`src/rtl/cpu_pkg.sv`:
```
// Shared CPU definitions used by the multiply sequencer.
//   mulState_t : sequencer state encoding (IDLE / ITER / WRITE, 2 bits)
//   FLAG_*     : bit positions inside the NZCV flag vector (same layout as execute)
package cpu_pkg;

  typedef enum logic [1:0] {
    IDLE  = 2'd0,
    ITER  = 2'd1,
    WRITE = 2'd2
  } mulState_t;

  localparam int FLAG_N = 3;
  localparam int FLAG_Z = 2;
  localparam int FLAG_C = 1;
  localparam int FLAG_V = 0;

endpackage

```
`src/rtl/mul_step.sv`:
```
// One radix-2 shift-add step of the multiply sequencer (purely combinational).
// Ports:
//   acc, mcand, mult       current accumulator, shifted multiplicand, remaining multiplier
//   acc_n, mcand_n, mult_n values after this step
//   last                   early-exit indication: no multiplier bits remain after this step
module mul_step #(
  parameter int DATA_W     = 32,
  parameter int EARLY_EXIT = 1
) (
  input  logic [DATA_W-1:0] acc,
  input  logic [DATA_W-1:0] mcand,
  input  logic [DATA_W-1:0] mult,
  output logic [DATA_W-1:0] acc_n,
  output logic [DATA_W-1:0] mcand_n,
  output logic [DATA_W-1:0] mult_n,
  output logic              last
);

  // Sum wraps modulo 2^DATA_W; only the low product bits are ever needed.
  assign acc_n   = mult[0] ? (acc + mcand) : acc;
  assign mcand_n = mcand << 1;
  assign mult_n  = mult >> 1;
  assign last    = (EARLY_EXIT != 0) && (mult_n == '0);

endmodule

```
`src/rtl/mul_sequencer.sv`:
```
// Multi-cycle shift-add sequencer for MUL/MULS. Stalls the front end while it
// iterates, then requests a single register-file write (plus N/Z for MULS).
// Ports:
//   clk, rst                 clock, asynchronous active-high reset
//   start                    request pulse, accepted only when idle
//   setFlags, destReg        MULS select and destination, sampled on accept
//   opA, opB                 multiplicand, multiplier
//   flags_in                 current NZCV; C and V are carried through for MULS
//   wrAck                    register-file write port granted
//   stall, busy              front-end hold / sequencer active
//   writeToReg, writeReg,
//   writeData                write request, held until wrAck
//   flagsWrite, flags_out    flag update request and {N,Z,C,V}
//   done                     one-cycle pulse after the write is acknowledged
//
// state | meaning
// IDLE  | waiting for start; operands latched on accept
// ITER  | one shift-add step per cycle
// WRITE | write request held until wrAck
module mul_sequencer
  import cpu_pkg::*;
#(
  parameter int DATA_W     = 32,
  parameter int REG_W      = 4,
  parameter int EARLY_EXIT = 1
) (
  input  logic              clk,
  input  logic              rst,
  input  logic              start,
  input  logic              setFlags,
  input  logic [REG_W-1:0]  destReg,
  input  logic [DATA_W-1:0] opA,
  input  logic [DATA_W-1:0] opB,
  input  logic [3:0]        flags_in,
  input  logic              wrAck,
  output logic              stall,
  output logic              busy,
  output logic              writeToReg,
  output logic [REG_W-1:0]  writeReg,
  output logic [DATA_W-1:0] writeData,
  output logic              flagsWrite,
  output logic [3:0]        flags_out,
  output logic              done
);

  localparam int                CNT_W    = $clog2(DATA_W);
  localparam logic [CNT_W-1:0]  LAST_CNT = CNT_W'(DATA_W - 1);

  mulState_t         state;
  logic [DATA_W-1:0] acc, mcand, mult;
  logic [CNT_W-1:0]  count;
  logic              setFlagsQ;
  logic [3:0]        flagsQ;
  logic [DATA_W-1:0] accN, mcandN, multN;
  logic              stepLast, finalStep;
  logic [3:0]        flagsNext;

  mul_step #(
    .DATA_W     (DATA_W),
    .EARLY_EXIT (EARLY_EXIT)
  ) uStep (
    .acc     (acc),
    .mcand   (mcand),
    .mult    (mult),
    .acc_n   (accN),
    .mcand_n (mcandN),
    .mult_n  (multN),
    .last    (stepLast)
  );

  assign finalStep = stepLast || (count == LAST_CNT);

  // N and Z come from the final product; C and V are the accept-cycle sample.
  always_comb begin
    flagsNext         = flagsQ;
    flagsNext[FLAG_N] = accN[DATA_W-1];
    flagsNext[FLAG_Z] = (accN == '0);
  end

  assign stall      = start | busy;
  assign flagsWrite = writeToReg & setFlagsQ;

  always_ff @(posedge clk or posedge rst) begin
    if (rst) begin
      state      <= IDLE;
      acc        <= '0;
      mcand      <= '0;
      mult       <= '0;
      count      <= '0;
      setFlagsQ  <= 1'b0;
      flagsQ     <= '0;
      busy       <= 1'b0;
      writeToReg <= 1'b0;
      writeReg   <= '0;
      writeData  <= '0;
      flags_out  <= '0;
      done       <= 1'b0;
    end else begin
      done <= 1'b0;
      unique case (state)
        IDLE: begin
          if (start) begin
            acc       <= '0;
            mcand     <= opA;
            mult      <= opB;
            count     <= '0;
            setFlagsQ <= setFlags;
            flagsQ    <= flags_in;
            writeReg  <= destReg;
            busy      <= 1'b1;
            state     <= ITER;
          end
        end
        ITER: begin
          acc   <= accN;
          mcand <= mcandN;
          mult  <= multN;
          if (finalStep) begin
            // count is left at its last value so it can never wrap.
            writeToReg <= 1'b1;
            writeData  <= accN;
            flags_out  <= flagsNext;
            state      <= WRITE;
          end else begin
            count <= count + 1'b1;
          end
        end
        WRITE: begin
          if (wrAck) begin
            writeToReg <= 1'b0;
            busy       <= 1'b0;
            done       <= 1'b1;
            state      <= IDLE;
          end
        end
        default: state <= IDLE;
      endcase
    end
  end

endmodule

```
`config.mk`:
```
export PLATFORM = sky130hd
export DESIGN_NAME = mul_sequencer
export DESIGN_NICKNAME = d
export VERILOG_FILES = /design/src/rtl/cpu_pkg.sv /design/src/rtl/mul_step.sv /design/src/rtl/mul_sequencer.sv
export SDC_FILE = /design/constraint.sdc
export NUM_CORES = 1
export LEC_CHECK = 0
export BUFFER_PORTS_ARGS = -buffer_cell sky130_fd_sc_hd__buf_2
export CAP_MARGIN = 20
export CORE_UTILIZATION = 35
export DETAILED_ROUTE_END_ITERATION = 8
export SLEW_MARGIN = 0
export SYNTH_ARGS = -nofsm -noshare
export SYNTH_HDL_FRONTEND = slang
export SYNTH_HIERARCHICAL = 1
export SYNTH_SLANG_ARGS = --single-unit
```
`constraint.sdc`:
```
create_clock -name clk -period 5.3 [get_ports clk]
set_input_delay 0.265 -clock clk [delete_from_list [all_inputs] [get_ports clk]]
set_output_delay 0.265 -clock clk [all_outputs]
set_load 0.005 [all_outputs]
```
# --- Word level (Yosys, flattened, before mapping) ---
# Index checks and enable logic that the tools add are counted.
word_totals:
  output_inout_bits: 45
  register_bits: 149
  input_bits: 77
classes:
  mux: 21
  n_bitwise: 2
  n_eq_ne: 7
  n_addsub: 2
  n_reduce_logical: 14
op_table:
  columns: ["cell", "n"]
  rows:
  - ["$pmux W32 S2", 3]
  - ["$mux W32", 4]
  - ["$logic_not A32 Y1", 2]
  - ["$add A32 B32 Y32", 1]
  - ["$reduce_and A3 Y1", 4]
  - ["$mux W5", 2]
  - ["$pmux W5 S2", 1]
  - ["$ne A2 B2 Y1 const B", 4]
  - ["$mux W2", 3]
  - ["$pmux W2 S3", 1]
  - ["$reduce_and A2 Y1", 3]
  - ["$reduce_bool A2 Y1", 3]
  - ["$add A5 B1 Y5 const B", 1]
  - ["$eq A5 B5 Y1 const B", 1]
  - ["$mux W1", 5]
  - ["$pmux W1 S2", 2]
  - ["$eq A2 B1 Y1 const B", 1]
  - ["$eq A2 B2 Y1 const B", 1]
  - ["$logic_not A2 Y1", 1]
  - ["$and A1 B1 Y1", 1]
  - ["$logic_or A1 B1 Y1", 1]
  - ["$or A1 B1 Y1", 1]

# --- Depth between registers and ports, before layout ---
# Gate-level depths: netlist (run 1).
logic_depth:
  depth_word: 4
  ltp_mapped: 12
  depth_no_buf: 12

# --- By module ---
# Netlist (run 1), hierarchy kept.
modules_own_cells:
  columns: ["mod", "seq_area_each_um2", "area_each_um2", "cells_per_inst", "instances"]
  rows:
  - ["mul_sequencer", 3703.6, 6144.6, 495, 1]
  - ["mul_step", 0.0, 2781.4, 397, 1]

# --- Worst setup path after synthesis (run 1) ---
# OpenSTA, ideal clock, no wires.
synth_path:
  path_type: "reg-to-reg"
  startpoint: "reg acc[0]"
  endpoint: "reg flags_out[2]"
  stages_incl_launch_ff: 13
  synth_period_minus_slack_ns: 3.059
  n_path_buf: 0
  setup_ns: 0.095
  t_arrival_ns: 2.964
  required_ns: 5.205
  path_slack_ns: 2.241
  cell_sequence: "dfrtp_1 -> ha_1 -> fa_1 -> a21oi_1 -> nand4b_1 -> a21oi_1 -> o211ai_1 -> nand3_1 -> and3_1 -> or4b_1 -> nor4_1 -> nand4_1 -> o31ai_1"
synth_via:
  elab_chain_cells: 3
synth_lines:
  columns: ["item", "line", "text"]
  rows:
  - ["start: declaration", "mul_sequencer.sv:50", "logic [DATA_W-1:0] acc, mcand, mult;"]
  - ["start signal: assignment", "mul_sequencer.sv:115", "acc <= accN;"]
  - ["$add A32 B32 Y32", "mul_step.sv:20", "assign acc_n = mult[0] ? (acc + mcand) : acc;"]
  - ["$mux W32", "mul_step.sv:20", null]
  - ["via accN[28]", "mul_sequencer.sv:54", "logic [DATA_W-1:0] accN, mcandN, multN;"]
  - ["$logic_not A32 Y1", "mul_sequencer.sv:77", "flagsNext[FLAG_Z] = (accN == '0);"]
  - ["end signal: assignment", "mul_sequencer.sv:122", "flags_out <= flagsNext;"]
  - ["end: declaration", "mul_sequencer.sv:42", "output logic [3:0] flags_out,"]
# The timed path passes the listed nets, and every way through them passes these cells.
# A chain may end at the register's enable or synchronous reset.

# --- Worst setup path after layout (run 1) ---
layout_path:
  startpoint: "reg mcand[0]"
  endpoint: "reg flags_out[2]"
layout_via:
  elab_chain_cells: 3
layout_lines:
  columns: ["item", "line", "text"]
  rows:
  - ["start: declaration", "mul_sequencer.sv:50", null]
  - ["start signal: assignment", "mul_sequencer.sv:104", "mcand <= opA;"]
  - ["start signal: assignment", "mul_sequencer.sv:116", "mcand <= mcandN;"]
  - ["$add A32 B32 Y32", "mul_step.sv:20", null]
  - ["$mux W32", "mul_step.sv:20", null]
  - ["via accN[28]", "mul_sequencer.sv:54", null]
  - ["$logic_not A32 Y1", "mul_sequencer.sv:77", null]
# The timed path passes the listed nets, and every way through them passes these cells.

==> metrics.txt, run 1 <==
status complete, no violations; # diodes 0; Most common cell on crit path a21oi_1; clk sinks 148; drt wl/cell 16.3 um; CP startpoint kind register; Design Power 7.41 mW; row cnt 58; DR vias/cell 5.13; clock power share 16.8%; hold bufs inserted after CTS 0; total of max-cap violations 0; #FFs+latches synth 148; CTS H-tree lvls 4; post-CTS setup buffers 0; I/O Buffers 119; post-synth top area share 41.5%; share of cells above drive strength 1 24.9%; required time of the critical path 5630 ps; Area Overhead vs Synth 10.9%; number of synthesized flops with an enable pin 0; net switching power 3.17 mW; Pint 4.23 mW; CTS tree yes; DR vias 6508; VDD IR max 0.288 mV; dominant cells by area after synthesis dfrtp_1 (41%), mux2_2 (7.9%), mux2i_1 (7.3%); all-layer global routing usage 16.3%; Net Sw Frac 42.9%; max-slew violations 0; Netlist cell types 70; Worst slew margin 31.2%; pin slew with the least headroom to its limit 1030 ps; Post-Syn Instances 892; arrival time at the worst endpoint 4270 ps; final WL 20600 um; vias in the first global route 6406; post-synthesis sequential area ratio 41.5%; Worst Hold Class in -> async; max incr delay on CP 560 ps; Worst Path Max Fanout 3; initial core utilization 35.5%; global-route wire length before repair 33900 um; top_reg_cell synth dfrtp_1; Die Height 162 um; antenna viol nets, final 0; Max Buffers Root-to-Sink 2; final RePlAce weighted congestion 0.884; initial antenna violation count 0; Post-Syn Area 8930 sq um; endpoints failing setup 0; Clock Skews 12.8 ps; clk root buf clkbuf_16; Setup TNS Final 0 ps; DRC viols 0; worst r2r src mcand[0]$_DFFE_PP0P_; most frequent cells in the layout dfrtp_1 (148), buf_2 (119), nand2_1 (94), o21ai_0 (87), mux2i_1 (65); fmax 254 MHz; largest net degree at the start of global routing 98; Die X 162 um; total grt overflow 0; sequential share of power 28.5%; Hold Vio Cnt, Final 0; Clock transition at path regs 70 ps; die area 26100 sq um; Final Critical Period 3940 ps; slowest stage cell, crit path or4b_1; Worst-Skew Late Latency 430 ps; Pre-antenna DRT Iters 5; Core ar. 25100 sq um; Avg Cell Area, Syn 10.0 sq um; HPWL after DPL 14900 um; Tcrit/Tclk final 74.2%; crit-path cells ha_1, fa_1, a21oi_1, nand4b_1, a21oi_1, o211ai_1, nand3_1, and3_1, or4b_1, nor4_1, nand4_1, o31ai_1; post-synth top area cell dfrtp_1; TritonCTS buffer count 17; ys async rst share 100%; critical path capture point type register; CTS resizes 0; 1st-iter DRT viols 373; Comb power frac 54.7%; RSZ-0062 raised after global routing no; Lkg Pwr 4.88 nW; yosys warns 6; Pwr per Cell Area 748 nW/um^2; Ports 122; Crit Path Category reg -> reg; nets@finish 1036; most common cell after layout, fill and taps aside dfrtp_1; CP Launch Point mcand[0]$_DFFE_PP0P_
metal layers:
metal | share of wire [%] | GRT usage (%)
met1 | 48 | 22.0
met2 | 47 | 26.4
met3 | 4.1 | 3.65
met4 | 0.93 | 3.86
met5 | 0 | 0
cell usage after synthesis, types with 3 or more instances:
cell type / number
a211oi_1: 4
a21o_1: 8
a21oi_1: 45
a22o_1: 32
a31oi_1: 6
and3_1: 7
buf_1: 3
buf_2: 25
buf_4: 69
buf_6: 3
clkbuf_1: 13
dfrtp_1: 148
ha_1: 33
inv_1: 12
mux2_2: 63
mux2i_1: 65
nand2_1: 94
nand2b_1: 5
nand3_1: 10
nand3b_1: 4
nand4_1: 11
nor2_1: 24
nor2b_1: 9
nor3_1: 7
nor4_1: 15
o211ai_1: 3
o21ai_0: 87
o21ai_1: 5
o21bai_1: 5
o31ai_1: 3
xnor2_1: 15
xor2_1: 9
state kept, by name, indices dropped and copies added (netlist names):
| name | flops |
|---|---|
| flags_out | 3 |
| flagsQ | 2 |
| acc | 32 |
| done | 1 |
| mcand | 32 |
| writeReg | 4 |
| count | 5 |
| mult | 32 |
| writeToReg | 1 |
| state | 2 |
| setFlagsQ | 1 |
| busy | 1 |
| writeData | 32 |
worst max-delay path, delay by kind of cell (launching register included):
kind | cells | cell delay [ps]
DFF | 1 | 430
AOI/OAI and AO/OA | 4 | 1010
adders and majority gates | 2 | 660
and+or+nand+nor | 6 | 1740
through the flow:
stage / std cells / cell area (sq um) / utilization (%) / worst slack [ps] / hold WS, ps
after global routing: 1268 / 9900 / 39.4 / 1200 / 49.8
final: 1268 / 9900 / 39.4 / 1360 / 29.7
after floorplan: 893 / 8930 / - / 1060 / 372
after global placement: 1235 / 9270 / 36.9 / 1480 / 476
after CTS: 1268 / 9900 / 39.4 / 1440 / 23.8
after detailed placement: 1236 / 9300 / 37.0 / 1440 / 484
power groups by stage:
stage	clock network (mW)	registers (mW)	logic, mW
floorplan	0	1.99	3.52
global placement	0	2.12	4.00
detailed placement	0	2.13	4.05
CTS	1.27	2.12	4.06
global route	1.31	2.19	4.52
finish	1.24	2.11	4.05
path summary, 6_finish.rpt:
kind                                            end  slack [ps]  cells past startpoint
max                        flags_out[2]$_DFFE_PP0P_        1360                     12
min                         writeReg[0]$_DFFE_PP0P_          30                      2
max reg2reg                flags_out[2]$_DFFE_PP0P_        1360                     12
min reg2reg                   setFlagsQ$_DFFE_PP0P_         500                      1
max in group asynchronous      mcand[6]$_DFFE_PP0P_        4030                      3
min in group clk               state[1]$_DFFE_PP0P_          40                      2
cell families after synthesis:
family | after synthesis | share of synthesized area (%)
DFF | 148 | 41.5
buffers and inverters | 125 | 8.76
adders and majority gates | 34 | 4.85
AOI/OAI and AO/OA | 219 | 15.3
and+or+nand+nor | 213 | 12.0
other | 1 | 0.0420
muxes | 128 | 15.2
xor gates and xnor gates | 24 | 2.36
layout make-up:
type	instances	area, sq um
clock buffer	17	425
clock inverter	15	175
fill	2555	15200
inverter	12	50.0
multi-input combinational	620	4460
sequential	148	3700
tap	330	413
timing repair buffer	126	668
Note: power is estimated with default switching activity, not from simulation.
==> run 2: changes to the inputs <==
Clock period 5.3 ns to 3.7 ns, I/O delays scaled along.
==> run 2 against run 1 <==
Clock skew shrank 2.7 ps. Via count is 1.9% higher. First-iteration DRC count shrank 0.54%. Clock power increased by 38%. Maximum frequency is 12% higher. Non-clock buffer count increased by 24. Register-to-register slack got worse by 1200 ps. Core utilization is 0.83 points higher. Sequential power grew 42%. Global-route usage up 0.39 points. Critical endpoint unchanged.
==> metrics.txt, run 2 (synthesis results as in run 1) <==
status complete, no violations; r2r endpoint flags_out[2]$_DFFE_PP0P_; Worst slew margin 48.7% (+18 points); Core ar. 25100 sq um (unchanged); CTS H-tree lvls 4 (unchanged); Hold Vio Cnt, Final 0 (unchanged); Ports 122 (unchanged); pin slew with the least headroom to its limit 769 ps (-260 ps); critical path capture point type register; Die Height 162 um (unchanged); Clock transition at path regs 80 ps (about the same); Final Critical Period 3510 ps (-423 ps); placement-stage cell area 9420 sq um (+1.3%); FF-to-FF setup slack 190 ps (-1180 ps); most common cell after layout, fill and taps aside dfrtp_1; max-slew violations 0 (unchanged); post-route cell area 10100 sq um (+2.1%); vias in the first global route 6690 (+4.4%); Clock Skews 10.1 ps (-2.71 ps); initial antenna violation count 0 (unchanged); Die X 162 um (unchanged); DRC viols 0 (unchanged); fmax 285 MHz (+12%); largest net degree at the start of global routing 161 (+64%); required time of the critical path 4040 ps (-1590 ps); Hold EP mult[24]$_DFFE_PP0P_; # diodes 0 (unchanged); I/O Buffers 119 (unchanged); Storage cell area 3700 sq um (unchanged); total of max-cap violations 0 (unchanged); drt wl/cell 16.3 um (+0.49%); Worst Path Max Fanout 3 (unchanged); Design Power 10.8 mW (+46%); Pwr per Cell Area 1070 nW/um^2 (+43%); Setup TNS Final 0 ps (unchanged); nets@finish 1060 (+2.3%); most frequent cells in the layout dfrtp_1 (148), buf_2 (119), nand2_1 (94), o21ai_0 (87), mux2i_1 (65); RSZ-0062 raised after global routing no; CP startpoint kind register; Worst Hold Class in -> reg; TritonCTS buffer count 17 (unchanged); Area Overhead vs Synth 13.2%; area of the multi-input gates 4480 sq um (+0.36%); 1st-iter DRT viols 371 (-0.54%); clk root buf clkbuf_16; Fillers 2551 (-0.16%); r2r worst-path depth 12 (unchanged); row cnt 58 (unchanged); all-layer global routing usage 16.7% (+0.39 points); hold wc startpoint opB[24]; CTS tree yes; HPWL after DPL 15200 um (+2.0%); worst r2r src acc[0]$_DFFE_PP0P_; clk sinks 148 (unchanged); Worst-Skew Late Latency 430 ps (about the same); final WL 21100 um (+2.4%); post-layout util 40.3% (+0.83 points); Max Buffers Root-to-Sink 2 (unchanged); share of cells above drive strength 1 26.3% (+1.4 points); initial core utilization 35.5% (unchanged); Hold WS 32.8 ps (+3.05 ps); global-route wire length before repair 34800 um (+2.7%); Pre-antenna DRT Iters 5 (unchanged); final RePlAce weighted congestion 0.899 (+1.7%); antenna viol nets, final 0 (unchanged); VDD IR max 0.379 mV (+31%); die area 26100 sq um (unchanged); endpoints failing setup 0 (unchanged); Lkg Pwr 4.99 nW (+2.3%); Crit Path Category reg -> reg; DR vias 6632 (+1.9%); total grt overflow 0 (unchanged); arrival time at the worst endpoint 3850 ps (-420 ps); DR vias/cell 5.13 (about the same); hold-critical path depth 3; Tcrit/Tclk final 94.9% (+21 points)
==> run 2: changes by cell type in the layout (fill, tap and decap cells not counted), sizes merged <==
cell,before,now
buf,126,141
clkinvlp,5,1
inv,17,20
clkinv,3,6
dlygate4sd3,0,9
bufinv,2,0
==> run 2: timing repair <==
item / CTS / global route
hold buffers: 9 / 0
hold endpoints to repair: 19 / 0
setup endpoints to repair: 0 / 1
buffers inserted: 0 / 0
gates resized for setup: 0 / 4
==> run 2: through the flow <==
| stage | worst slack [ps] | std cells |
|---|---|---|
| finish | 188 | 1292 |
| global placement | 236 | 1251 |
| global route | 11.9 | 1292 |
| floorplan | 641 | 893 |
| detailed placement | 166 | 1251 |
| CTS | 177 | 1292 |
==> run 2: power breakdown <==
group          switching [mW]  internal (mW)  total [mW]
combinational            3.30           2.83        6.14
clock                   0.808          0.905        1.71
sequential              0.605           2.39        3.00
==> run 2: routing by layer <==
metal | track usage [%] | vias to the layer above | wire (um)
met2 | 27.0 | 130 | 9890
met4 | 4.63 | 0 | 256
met5 | 0 | - | 0
li1 | - | 3280 | -
met1 | 22.8 | 3208 | 10200
met3 | 3.06 | 14 | 771
==> run 2: worst max-delay path: stages (launching register included) <==
cell      delay (ps)
dfrtp_1          400
ha_1             240
fa_1             430
a21oi_2          170
nand4b_1         140
a21oi_1          130
o211ai_1         300
nand3_1          180
and3_1           180
or4b_1           550
nor4_1           280
nand4_1          190
o31ai_1          220
==> run 2: layout make-up <==
| cell class | count | share of cell area [%] |
|---|---|---|
| Clock buffer | 17 | 4.21 |
| Timing Repair Buffer | 150 | 8.66 |
| Inverter | 12 | 0.483 |
| Clock inverter | 15 | 1.60 |
| Tap cell | 330 | 4.08 |
| Multi-Input combinational cell | 620 | 44.3 |
| Sequential cell | 148 | 36.6 |
==> run 2: worst max-delay path by stage <==
stage / cells after the start / slack [ps] / startpoint / endpoint
floorplan: 12 / 640 / acc[0]$_DFFE_PP0P_ / flags_out[2]$_DFFE_PP0P_
global placement: 12 / 240 / acc[0]$_DFFE_PP0P_ / flags_out[2]$_DFFE_PP0P_
detailed placement: 11 / 170 / mcand[14]$_DFFE_PP0P_ / flags_out[2]$_DFFE_PP0P_
CTS: 11 / 180 / mcand[14]$_DFFE_PP0P_ / flags_out[2]$_DFFE_PP0P_
global route: 12 / 10 / acc[0]$_DFFE_PP0P_ / flags_out[2]$_DFFE_PP0P_
finish: 12 / 190 / acc[0]$_DFFE_PP0P_ / flags_out[2]$_DFFE_PP0P_
==> run 3: changes to the inputs <==
Settings changed: ABC_AREA set to 1, CORE_UTILIZATION 35 to 40, PLACE_DENSITY_LB_ADDON set to 0.3.
==> run 3 against run 2 <==
Die area decreased by 4.3%. Routed wire length up 11%. Synthesized area grew 9.3%. Combinational power is 6.4% higher. Non-clock buffer count shrank 12. Sequential power decreased by 1%. Critical path depth is 3 higher. Critical path type unchanged.
==> metrics.txt, run 3 <==
VDD IR max 0.380 mV (+0.18%); Area Overhead vs Synth 10.6%; Post-Syn Area 9760 sq um (+9.3%); final WL 23500 um (+11%); Comb power frac 58.0% (+1.4 points); Crit Path Category reg -> reg; Clock transition at path regs 80 ps (about the same); crit-path cells ha_1, fa_1, nand3_1, nand3_1, nand3_1, nand3_2, nand3_1, nand3_1, nand3_1, nand2_1, nor2_1, nand2_1, nor2_1, nand3_1, o21bai_1; post-route cell area 10800 sq um (+6.7%); #FFs+latches synth 148 (unchanged); share of cells above drive strength 1 14.7% (-12 points); all-layer global routing usage 20.0% (+3.4 points); r2r endpoint flags_out[2]$_DFFE_PP0P_; number of synthesized flops with an enable pin 0 (unchanged); clk sinks 148 (unchanged); I/O Buffers 119 (unchanged); DRC viols 0 (unchanged); post-synth top area share 38.0% (-3.5 points); Clock Skews 19.5 ps (+9.42 ps); total of max-cap violations 0 (unchanged); max incr delay on CP 460 ps (-90 ps); post-synth top area cell dfrtp_1; hold-critical path depth 4 (+1); critical path capture point type register; clk root buf clkbuf_16; most frequent cells in the layout nand2_1 (464), dfrtp_1 (148), nand3_1 (144), inv_1 (141), buf_2 (119); HPWL after DPL 17200 um (+13%); sequential share of power 26.3% (-1.3 points); Worst Hold Class in -> reg; antenna viol nets, final 0 (unchanged); Avg Cell Area, Syn 7.16 sq um (-28%); Worst slew margin 36.8% (-12 points); Inst Count DP 1695 (+35%); DR vias/cell 4.72 (-8.0%); yosys warns 6 (unchanged); clock power share 15.6% (-0.2 points); total grt overflow 0 (unchanged); synth cell count leaders nand2_1 (465), dfrtp_1 (148), nand3_1 (144); Worst-Skew Late Latency 450 ps (+20 ps); top cell family by delay on the critical path simple AND/OR/NAND/NOR gates; required time of the critical path 4060 ps (+20 ps); fmax 349 MHz (+23%); Most common cell on crit path nand3_1; ys async rst share 100% (unchanged); Die X 158 um (-2.2%); r2r worst-path depth 15 (+3); Design Power 11.2 mW (+3.7%); Post-Syn Instances 1363 (+53%); Pint 5.76 mW (-6.0%); Net Sw Frac 48.7% (+5.3 points); TritonCTS buffer count 17 (unchanged); placement-stage cell area 10100 sq um (+7.2%); Die Height 158 um (-2.2%); CTS H-tree lvls 4 (unchanged); CTS tree yes; initial core utilization 41.2% (+5.7 points); RSZ-0062 raised after global routing no; endpoints failing setup 0 (unchanged); Hold Vio Cnt, Final 0 (unchanged); nets@finish 1515 (+43%); final RePlAce weighted congestion 0.910 (+1.2%); net switching power 5.48 mW (+16%); DR vias 8196 (+24%); worst r2r src mcand[0]$_DFFE_PP0P_; Pwr per Cell Area 1040 nW/um^2 (-2.9%); # diodes 0 (unchanged); Final Critical Period 2870 ps (-646 ps); Tcrit/Tclk final 77.5% (-17 points); top_reg_cell synth dfrtp_1; die area 25000 sq um (-4.3%); row cnt 56 (-3.4%); FF-to-FF setup slack 830 ps (+650 ps); 1st-iter DRT viols 490 (+32%); Netlist cell types 40 (-43%); Core ar. 23700 sq um (-5.7%); max-slew violations 0 (unchanged); Hold WS 60.3 ps (+27.5 ps); status complete, no violations; CP startpoint kind register; initial antenna violation count 0 (unchanged); dominant cells by area after synthesis dfrtp_1 (38%), nand2_1 (18%), nand3_1 (7.4%); drt wl/cell 13.5 um (-17%); Hold EP mult[16]$_DFFE_PP0P_; largest net degree at the start of global routing 92 (-43%); post-synthesis sequential area ratio 38.0% (-3.5 points); Pre-antenna DRT Iters 5 (unchanged); most common cell after layout, fill and taps aside nand2_1; most common cell in the netlist nand2_1; arrival time at the worst endpoint 3220 ps (-630 ps); Max Buffers Root-to-Sink 2 (unchanged); Worst Path Max Fanout 5 (+2); Setup TNS Final 0 ps (unchanged); pin slew with the least headroom to its limit 948 ps (+179 ps); slowest stage cell, crit path fa_1; CP Buf/Inv Count 0 (unchanged); hold wc startpoint opB[16]; Lkg Pwr 5.74 nW (+15%); global-route wire length before repair 39000 um (+12%); Non-Filler Instances 1736 (+34%); vias in the first global route 7768 (+16%); Ports 122 (unchanged)
## run 3: per-stage QoR
step	setup slack [ps]	util, %
3_3_place_gp	936	42.6
4_1_cts	852	45.6
5_1_grt	579	45.6
2_1_floorplan	1500	-
6_report	834	45.6
3_5_place_dp	886	42.6
## run 3: area by class of cell
class                      instances  area (sq um)
fill                            2517         12900
clock buffer                      17           425
multi-input combinational        946          4710
timing repair buffer             138           798
tap                              319           399
inverter                         153           578
clock inverter                    15           175
sequential                       148          3700
## run 3: repair_timing
item                      CTS  global route
resized for setup           0             0
buffers inserted            0             0
hold endpoints to repair   42             0
hold buffers                9             0
## run 3: worst max-delay path by stage
| stage | slack, ps | depth (start not counted) | end | startpoint |
|---|---|---|---|---|
| 6_report | 830 | 15 | flags_out[2]$_DFFE_PP0P_ | mcand[0]$_DFFE_PP0P_ |
| 5_1_grt | 580 | 15 | flags_out[2]$_DFFE_PP0P_ | mcand[0]$_DFFE_PP0P_ |
| 4_1_cts | 850 | 15 | flags_out[2]$_DFFE_PP0P_ | mcand[0]$_DFFE_PP0P_ |
| 3_5_place_dp | 890 | 15 | flags_out[2]$_DFFE_PP0P_ | mcand[0]$_DFFE_PP0P_ |
| 3_3_place_gp | 940 | 15 | flags_out[2]$_DFFE_PP0P_ | acc[0]$_DFFE_PP0P_ |
| 2_1_floorplan | 1500 | 15 | flags_out[2]$_DFFE_PP0P_ | acc[0]$_DFFE_PP0P_ |
## run 3: worst reg2reg max path, cell delays in order (launching register included)
cell	delay (ps)
dfrtp_1	420
ha_1	240
fa_1	460
nand3_1	120
nand3_1	200
nand3_1	150
nand3_2	160
nand3_1	170
nand3_1	80
nand3_1	90
nand2_1	80
nor2_1	190
nand2_1	90
nor2_1	100
nand3_1	100
o21bai_1	130
## run 3: cell families after synthesis
family,synth area share [%]
adders and majority gates,4.44
and+or+nand+nor,31.4
other,0.0384
buffers and inverters,14.0
DFF,38.0
xor gates and xnor gates,1.26
AOI/OAI and AO/OA,11.0
## run 3: power by group through the flow
stage	clock, mW	combinational [mW]	sequential [mW]
3_5_place_dp	0	6.57	2.99
6_report	1.76	6.53	2.96
3_3_place_gp	0	6.48	2.97
5_1_grt	1.86	7.56	3.06
4_1_cts	1.80	6.61	2.97
2_1_floorplan	0	5.68	2.80
## run 3: routing by layer
metal | wire length, um | part of all wire [%] | track usage [%] | up-vias
met2 | 10900 | 46 | 32.8 | 109
met4 | 361 | 1.5 | 6.41 | 0
met5 | 0 | 0 | 0 | -
met3 | 837 | 3.6 | 3.83 | 25
li1 | - | - | - | 4357
met1 | 11400 | 48 | 26.5 | 3705
